==> src/rtl/uart_tx_arbiter.sv <==
// Round-robin arbiter sharing one UART TX core between NUM_REQ requesters, with inter-frame gap and hung-frame watchdog.
// Optional packet lock (no interleaving of multi-byte packets) enabled by defining UART_ARB_PKT_LOCK_EN.
module uart_tx_arbiter #(
  parameter int NUM_REQ        = 4,
  parameter int DATA_W         = 8,
  parameter int GAP_CYCLES     = 0,
  parameter int TIMEOUT_CYCLES = 131071
) (
  input  logic                       clk,
  input  logic                       rst,
  input  logic [NUM_REQ-1:0]         req_valid,
  input  logic [NUM_REQ*DATA_W-1:0]  req_data,
  input  logic [NUM_REQ-1:0]         req_last,
  output logic [NUM_REQ-1:0]         req_ready,
  output logic                       tx_start,
  output logic [DATA_W-1:0]          tx_data,
  input  logic                       tx_busy,
  input  logic                       tx_done,
  output logic [$clog2(NUM_REQ)-1:0] grant_id,
  output logic                       active,
  output logic                       timeout_err,
  output logic [7:0]                 err_cnt
);

  localparam int ID_W = $clog2(NUM_REQ);
  localparam int WD_W = $clog2(TIMEOUT_CYCLES + 1);
  localparam int GC_W = (GAP_CYCLES > 1) ? $clog2(GAP_CYCLES) : 1;
  localparam logic [WD_W-1:0] WD_LAST  = WD_W'(TIMEOUT_CYCLES - 1);
  localparam logic [GC_W-1:0] GAP_LAST = GC_W'((GAP_CYCLES > 0) ? GAP_CYCLES - 1 : 0);
  localparam logic [ID_W-1:0] ID_LAST  = ID_W'(NUM_REQ - 1);

  typedef enum logic [1:0] {S_IDLE, S_LAUNCH, S_WAIT, S_GAP} state_t;

  state_t            r_state;
  state_t            w_next;
  logic [ID_W-1:0]   r_ptr;
  logic [WD_W-1:0]   r_wd;
  logic [GC_W-1:0]   r_gap;
  logic [NUM_REQ-1:0] w_cand;
  logic [ID_W-1:0]   w_win;
  logic [ID_W-1:0]   w_idx;
  logic              w_found;
  logic              w_grant;
  logic              w_done;
  logic              w_expire;
  logic              w_adv_ptr;

`ifdef UART_ARB_PKT_LOCK_EN
  logic              r_lock;
  logic [ID_W-1:0]   r_lock_id;

  // While a packet is open only its owner competes, and the pointer stays put.
  assign w_cand    = r_lock ? (req_valid & (NUM_REQ'(1) << r_lock_id)) : req_valid;
  assign w_adv_ptr = !r_lock;
`else
  logic              w_unused_last;

  assign w_unused_last = ^req_last;
  assign w_cand        = req_valid;
  assign w_adv_ptr     = 1'b1;
`endif

  always_comb begin
    w_found = 1'b0;
    w_win   = '0;
    w_idx   = '0;
    for (int k = 0; k < NUM_REQ; k++) begin
      w_idx = ID_W'((int'(r_ptr) + k) % NUM_REQ);
      if (!w_found && w_cand[w_idx]) begin
        w_found = 1'b1;
        w_win   = w_idx;
      end
    end
  end

  assign w_grant  = (r_state == S_IDLE) && !tx_busy && w_found;
  assign w_done   = (r_state == S_WAIT) && tx_done;
  // Done in the expiry cycle takes precedence over the abort.
  assign w_expire = (r_state == S_WAIT) && !tx_done && (r_wd == WD_LAST);

  always_comb begin
    w_next = r_state;
    case (r_state)
      S_IDLE:   if (w_grant) w_next = S_LAUNCH;
      S_LAUNCH: w_next = S_WAIT;
      S_WAIT:   if (w_done || w_expire) w_next = (GAP_CYCLES > 0) ? S_GAP : S_IDLE;
      S_GAP:    if (r_gap == GAP_LAST) w_next = S_IDLE;
      default:  w_next = S_IDLE;
    endcase
  end

  always_ff @(posedge clk) begin
    if (rst) begin
      r_state     <= S_IDLE;
      r_ptr       <= '0;
      r_wd        <= '0;
      r_gap       <= '0;
      req_ready   <= '0;
      tx_start    <= 1'b0;
      tx_data     <= '0;
      grant_id    <= '0;
      active      <= 1'b0;
      timeout_err <= 1'b0;
      err_cnt     <= '0;
    end else begin
      r_state     <= w_next;
      tx_start    <= w_grant;
      req_ready   <= w_grant ? (NUM_REQ'(1) << w_win) : '0;
      active      <= (w_next == S_LAUNCH) || (w_next == S_WAIT);
      timeout_err <= w_expire;
      if (w_grant) begin
        tx_data  <= req_data[int'(w_win)*DATA_W +: DATA_W];
        grant_id <= w_win;
      end
      if (w_expire && (err_cnt != 8'hFF))
        err_cnt <= err_cnt + 8'd1;
      // Watchdog measures cycles since tx_start: 0 in LAUNCH, 1 in the first WAIT cycle.
      if (w_grant)
        r_wd <= '0;
      else if ((r_state == S_LAUNCH) || (r_state == S_WAIT))
        r_wd <= r_wd + 1'b1;
      if (r_state == S_GAP)
        r_gap <= r_gap + 1'b1;
      else
        r_gap <= '0;
      if ((r_state == S_LAUNCH) && w_adv_ptr)
        r_ptr <= (grant_id == ID_LAST) ? '0 : grant_id + 1'b1;
    end
  end

`ifdef UART_ARB_PKT_LOCK_EN
  always_ff @(posedge clk) begin
    if (rst) begin
      r_lock    <= 1'b0;
      r_lock_id <= '0;
    end else if (w_grant) begin
      r_lock    <= !req_last[w_win];
      r_lock_id <= w_win;
    end else if (w_expire) begin
      r_lock    <= 1'b0;
    end
  end
`endif

endmodule

==> config.mk <==
export PLATFORM = sky130hd
export DESIGN_NAME = uart_tx_arbiter
export DESIGN_NICKNAME = d
export VERILOG_FILES = /design/src/rtl/uart_tx_arbiter.sv
export SDC_FILE = /design/constraint.sdc
export NUM_CORES = 1
export LEC_CHECK = 0
export ABC_AREA = 1
export CAP_MARGIN = 10
export CORE_ASPECT_RATIO = 1.1
export CORE_MARGIN = 3
export CORE_UTILIZATION = 43
export DETAILED_ROUTE_END_ITERATION = 16
export DONT_BUFFER_PORTS = 1
export PLACE_DENSITY_LB_ADDON = 0.25
export SETUP_SLACK_MARGIN = 0.05
export SYNTH_ARGS = -nofsm -noshare
export SYNTH_HDL_FRONTEND = slang
export SYNTH_SLANG_ARGS = --single-unit
==> constraint.sdc <==
create_clock -name clk -period 3.1 [get_ports clk]
set_input_delay 0.31 -clock clk [delete_from_list [all_inputs] [get_ports clk]]
set_output_delay 0.31 -clock clk [all_outputs]
set_load 0.005 [all_outputs]
# --- After elaboration in Yosys (flattened, before gate mapping) ---
# Cells that the tools add are included.
# W data, S select, Z words.
totals:
  output_inout_bits: 25
  register_bits: 47
  wordCells: 76
classes:
  shift: 2
  eq_ne: 8
  reduce_logical: 21
  n_mux: 21
  magnitude_cmp: 4
  n_addsub: 7
  bitwise_logic: 2
ops:
  columns: ["op", "count"]
  rows:
  - ["$shiftx A32 B6 Y8", 1]
  - ["$add A17 B1 Y17 const B", 1]
  - ["$eq A17 B17 Y1 const B", 1]
  - ["$mux W2", 8]
  - ["$lt A2 B3 Y1 const B", 4]
  - ["$logic_and A1 B1 Y1", 9]
  - ["$add A8 B1 Y8 const B", 1]
  - ["$bmux W1 S2", 4]
  - ["$eq A2 B2 Y1 const B", 4]
  - ["$mux W1", 8]
  - ["$ne A8 B8 Y1 const B", 1]
  - ["$pmux W2 S4", 1]
  - ["$reduce_or A2 Y1", 3]
  - ["$logic_not A1 Y1", 5]
  - ["$add A2 B1 Y2 const B", 2]
  - ["$add A2 B2 Y2 const B", 2]
  - ["$eq A2 B1 Y1 const B", 2]
  - ["$shl A1 B2 Y4 const A", 1]
  - ["$logic_or A1 B1 Y1", 3]
  - ["$logic_not A2 Y1", 1]
  - ["$not A1 Y1", 2]
  - ["$add A1 B1 Y1 const B", 1]

# --- Logic depth before layout (Yosys ltp) ---
depth:
  depth_word: 17
  ltp_mapped: 14
  mapped_depth_nobuf: 14

# --- Worst setup path after synthesis ---
# OpenSTA, ideal clock, no wires.
synth_timing:
  path_kind: "reg2reg"
  from: "register r_state[0]"
  to: "register r_wd[13]"
  stages_incl_launch_ff: 12
  required_time_ns: 2.985
  path_buffers: 0
  setup_time_ns: 0.115
  setup_slack_ns: 1.303
  arrival_time_ns: 1.682
  cell_sequence: "dfxtp_1 inv_1 ha_1 nand2_1 nor2_1 nand3_1 nor2_1 inv_1 nor2_1 nand3_1 nand2_1 nor2_1"
synth_via:
  elab_chain_cells: 4
  elab_cells_between_ends: 7
  cone_classes: "eq/ne: 2; reduce/logical: 5"
synth_rtl:
  columns: ["element", "line_no", "source"]
  rows:
  - ["start: declaration", "34", "state_t r_state;"]
  - ["start signal: assignment", "106", "r_state <= w_next;"]
  - ["$logic_not A2 Y1", "76", "assign w_grant = (r_state == S_IDLE) && !tx_busy && w_found;"]
  - ["$logic_and A1 B1 Y1 (2 in a row)", "76", null]
  - ["$reduce_or A2 Y1 (no source line)", null, null]
  - ["end signal: assignment", "121", "r_wd <= r_wd + 1'b1;"]
  - ["end: declaration", "37", "logic [WD_W-1:0] r_wd;"]
# Several ways; a longest one is shown, not always the timed one.
# A chain may end at the register's enable or synchronous reset.

# --- Worst setup path in the final report ---
layout_timing:
  from: "register r_ptr[0]"
  to: "register tx_data[0]"
layout_via:
  elab_chain_cells: 13
  elab_cells_between_ends: 27
  cone_classes: "add/sub: 3; shift: 1; mux: 16; reduce/logical: 7"
layout_rtl:
  columns: ["element", "line_no", "source"]
  rows:
  - ["start: declaration", "36", "logic [ID_W-1:0] r_ptr;"]
  - ["start signal: assignment", "127", "r_ptr <= (grant_id == ID_LAST) ? '0 : grant_id + 1'b1;"]
  - ["branches (longest 13 deep; another with $add A2 B1 Y2)", null, null]
  - ["end signal: assignment", "112", "tx_data <= req_data[int'(w_win)*DATA_W +: DATA_W];"]
  - ["end: declaration", "16", "output logic [DATA_W-1:0] tx_data,"]
# Several ways; the timed one is not identified. The select of a mux whose other input is x is not followed.

==> results.py <==
metrics = {
    "logic_synthesis": {
        "yosysTopAreaCellShare_pct": 36.6,
        "synth_async_sr_flop_share_pct": 0,
        "synthTopCellsByArea": "dfxtp_1, nand2_1, nand3_1",
        "yosys.area.top_type": "dfxtp_1",
        "synth_area_um2": 2570,
        "syn_inst": 378,
        "yosysMostFrequentCell": "nand2_1",
        "synth_common_cells": "nand2_1, dfxtp_1, nand3_1",
        "ys_warn_count": 0,
        "avgSynthCellArea_um2": 6.80,
        "ys_seq_elements": 47,
        "synth_seq_area_share_pct": 36.6,
        "synth_flop_cell": "dfxtp_1",
        "synth-edff-count": 0,
        "synth.distinct_cells": 31,
        "synth_nets": 430,
    },
    "floorplan": {
        "die_w_um": 79.7,
        "fp.dieH_um": 87.1,
        "dieArea_um2": 6940,
        "start_util_pct": 46.2,
        "core_um2": 5570,
        "core.rowCount": 28,
        "ios": 69,
    },
    "sta": {
        "fin_ws_ps": 896,
        "clock.fmax_mhz": 454,
        "slew_viol_final": 0,
        "skew_ps": 4.94,
        "worst_pin_slew_ps": 464,
        "fin_crit_ps": 2200,
        "maxSlewHeadroom_pct": 68.9,
        "post-route-period-util_pct": 71.1,
        "tns_ps": 0,
        "grt_setup_unrepaired": "no",
        "setup_viol": 0,
        "hold_violations": 0,
    },
    "placement": {
        "dpl.hpwl_um": 4130,
        "place.port_buffers": 0,
        "gp_congestion": 0.829,
        "place_ws_ps": 922,
    },
    "global_routing": {
        "grt-ovfl-total": 0,
        "grt_max_degree": 18,
        "antenna_found_initial": 0,
        "grt_pass1_wl_um": 8880,
        "grt_use_met3_pct": 5.59,
        "top_usage_layer": "met2",
        "grt_pass1_vias": 2016,
        "grt_usage_pct": 15.8,
        "met2_usage_pct": 25.4,
        "use_met1_pct": 19.1,
    },
    "clocking": {
        "cts_sinks": 47,
        "postCtsResizedCells": 0,
        "clk_latency_ps": 300,
        "cts_setup_buffers": 0,
        "clockBufferDepth": 2,
        "hold_buffers": 0,
        "cts_tree": "yes",
        "cts_inserted_buffers": 5,
        "h-tree-depth": 2,
        "clkTransAtPathRegs_ps": 90,
        "root_buffer": "clkbuf_8",
    },
    "drt": {
        "first_pass_iters": 4,
        "wl_per_cell_um": 11.8,
        "antenna_left": 0,
        "drt_iter0_drc": 82,
        "via_per_inst": 5.04,
        "drc": 0,
        "drt_wl_total_um": 5350,
        "vias": 2289,
    },
    "cells_and_area": {
        "regArea_um2": 941,
        "multi_input_area_um2": 1410,
        "drive_gt1_share_pct": 8.71,
        "area_growth_pct": 6.03,
        "antennaDiodeCount": 0,
        "finalNetCount": 430,
        "fillers": 540,
    },
    "run": {
        "drv_cap": 0,
    },
    "power_and_ir_drop": {
        "p_per_area_nw_per_um2": 615,
        "leakage_nw": 1.18,
        "ir_drop_mv": 0.227,
    },
    "run_status": {
        "outcome": "finished, final reports clean",
    },
    "worst_hold_path": {
        "hold_class": "input pin to flop",
    },
    "worst_setup_path": {
        "critPathLaunchType": "flop",
        "cp_max_fo": 17,
        "path_class": "flop to flop",
        "required_ps": 3290,
        "cp.arrival_ps": 2400,
        "end_kind": "flop",
    },
}
area by class of cell:
class                      instances  share of cell area (%)
multi-input combinational        280                    51.7
sequential                        47                    34.5
inverter                          44                    6.06
tap                               75                    3.44
clock buffer                       5                    2.52
clock inverter                     3                    1.74
logic make-up after synthesis:
group,after synthesis,synth area share [%]
AO/OA/AOI/OAI,28,5.99
adder cells (fa/ha/maj),8,3.89
AND/OR/NAND/NOR,234,41.6
flip-flops,47,36.6
XOR/XNOR,10,3.41
buffers and inverters,51,8.56
through the flow:
stage | hold slack (ps) | cells | power, mW | cell area [µm²] | utilization [%]
CTS | 52.9 | 454 | 1.70 | 2730 | 48.9
global placement | 383 | 446 | 1.22 | 2610 | 46.9
floorplan | 382 | 378 | 1.17 | 2570 | -
global route | 50.5 | 454 | 1.80 | 2730 | 48.9
detailed placement | 386 | 446 | 1.23 | 2610 | 46.9
finish | 68.3 | 454 | 1.68 | 2730 | 48.9
sequential cells by signal, summed over array words and instances, names as in the netlist:
| name | flops |
|---|---|
| active | 1 |
| r_gap | 1 |
| tx_start | 1 |
| tx_data | 8 |
| r_wd | 17 |
| r_state | 2 |
| grant_id | 2 |
| req_ready | 4 |
| err_cnt | 8 |
| r_ptr | 2 |
| timeout_err | 1 |
critical path, stage by stage (launching register included):
cell     delay (ps)
dfxtp_1         590
inv_2           150
nand2_1         100
nand2_2          90
nand2_1          70
nand2_1          60
a21oi_1         120
nand2_1         250
nand2_4         290
inv_2           120
nand2_1          80
nand2_1          40
nand2_1          70
nand3_1          60
cell usage in the layout (no fill, tap or decap):
cell type / n
nand3_1: 42
nor4_1: 1
nor3_1: 9
clkinv_4: 1
o21ai_0: 10
nor2_2: 1
inv_2: 7
inv_1: 37
o211a_1: 1
nand3_2: 2
nor3b_1: 2
nand2_2: 7
o21a_1: 1
nor2_8: 1
o21ai_2: 1
and3_1: 1
xnor2_1: 3
inv_6: 1
xor2_1: 7
dfxtp_1: 47
nand3b_2: 1
nand2_1: 118
a211oi_1: 1
a21oi_1: 14
clkbuf_8: 5
nor2_1: 36
nor2_4: 2
ha_1: 8
nand2_4: 3
bufinv_16: 1
nand4_1: 8
power breakdown:
part / switching [mW] / internal (mW)
sequential: 0.0568 / 0.665
combinational: 0.341 / 0.156
clock: 0.213 / 0.244
per-layer routing:
metal / wire (µm) / vias to the layer above
met2: 2400 / 57
met3: 380 / 9
met4: 110 / 0
met1: 2460 / 1017
li1: - / 1206
met5: 0 / -
worst paths after layout:
kind | start | to | slack [ps] | depth (start not counted)
worst max-delay path | r_ptr[0] | tx_data[0] | 900 | 13
worst min register to register | r_gap | r_gap | 420 | 1
worst min-delay path | rst | timeout_err | 70 | 1
worst max register to register | r_ptr[0] | tx_data[0] | 900 | 13
(Power assumes the default switching activity.)
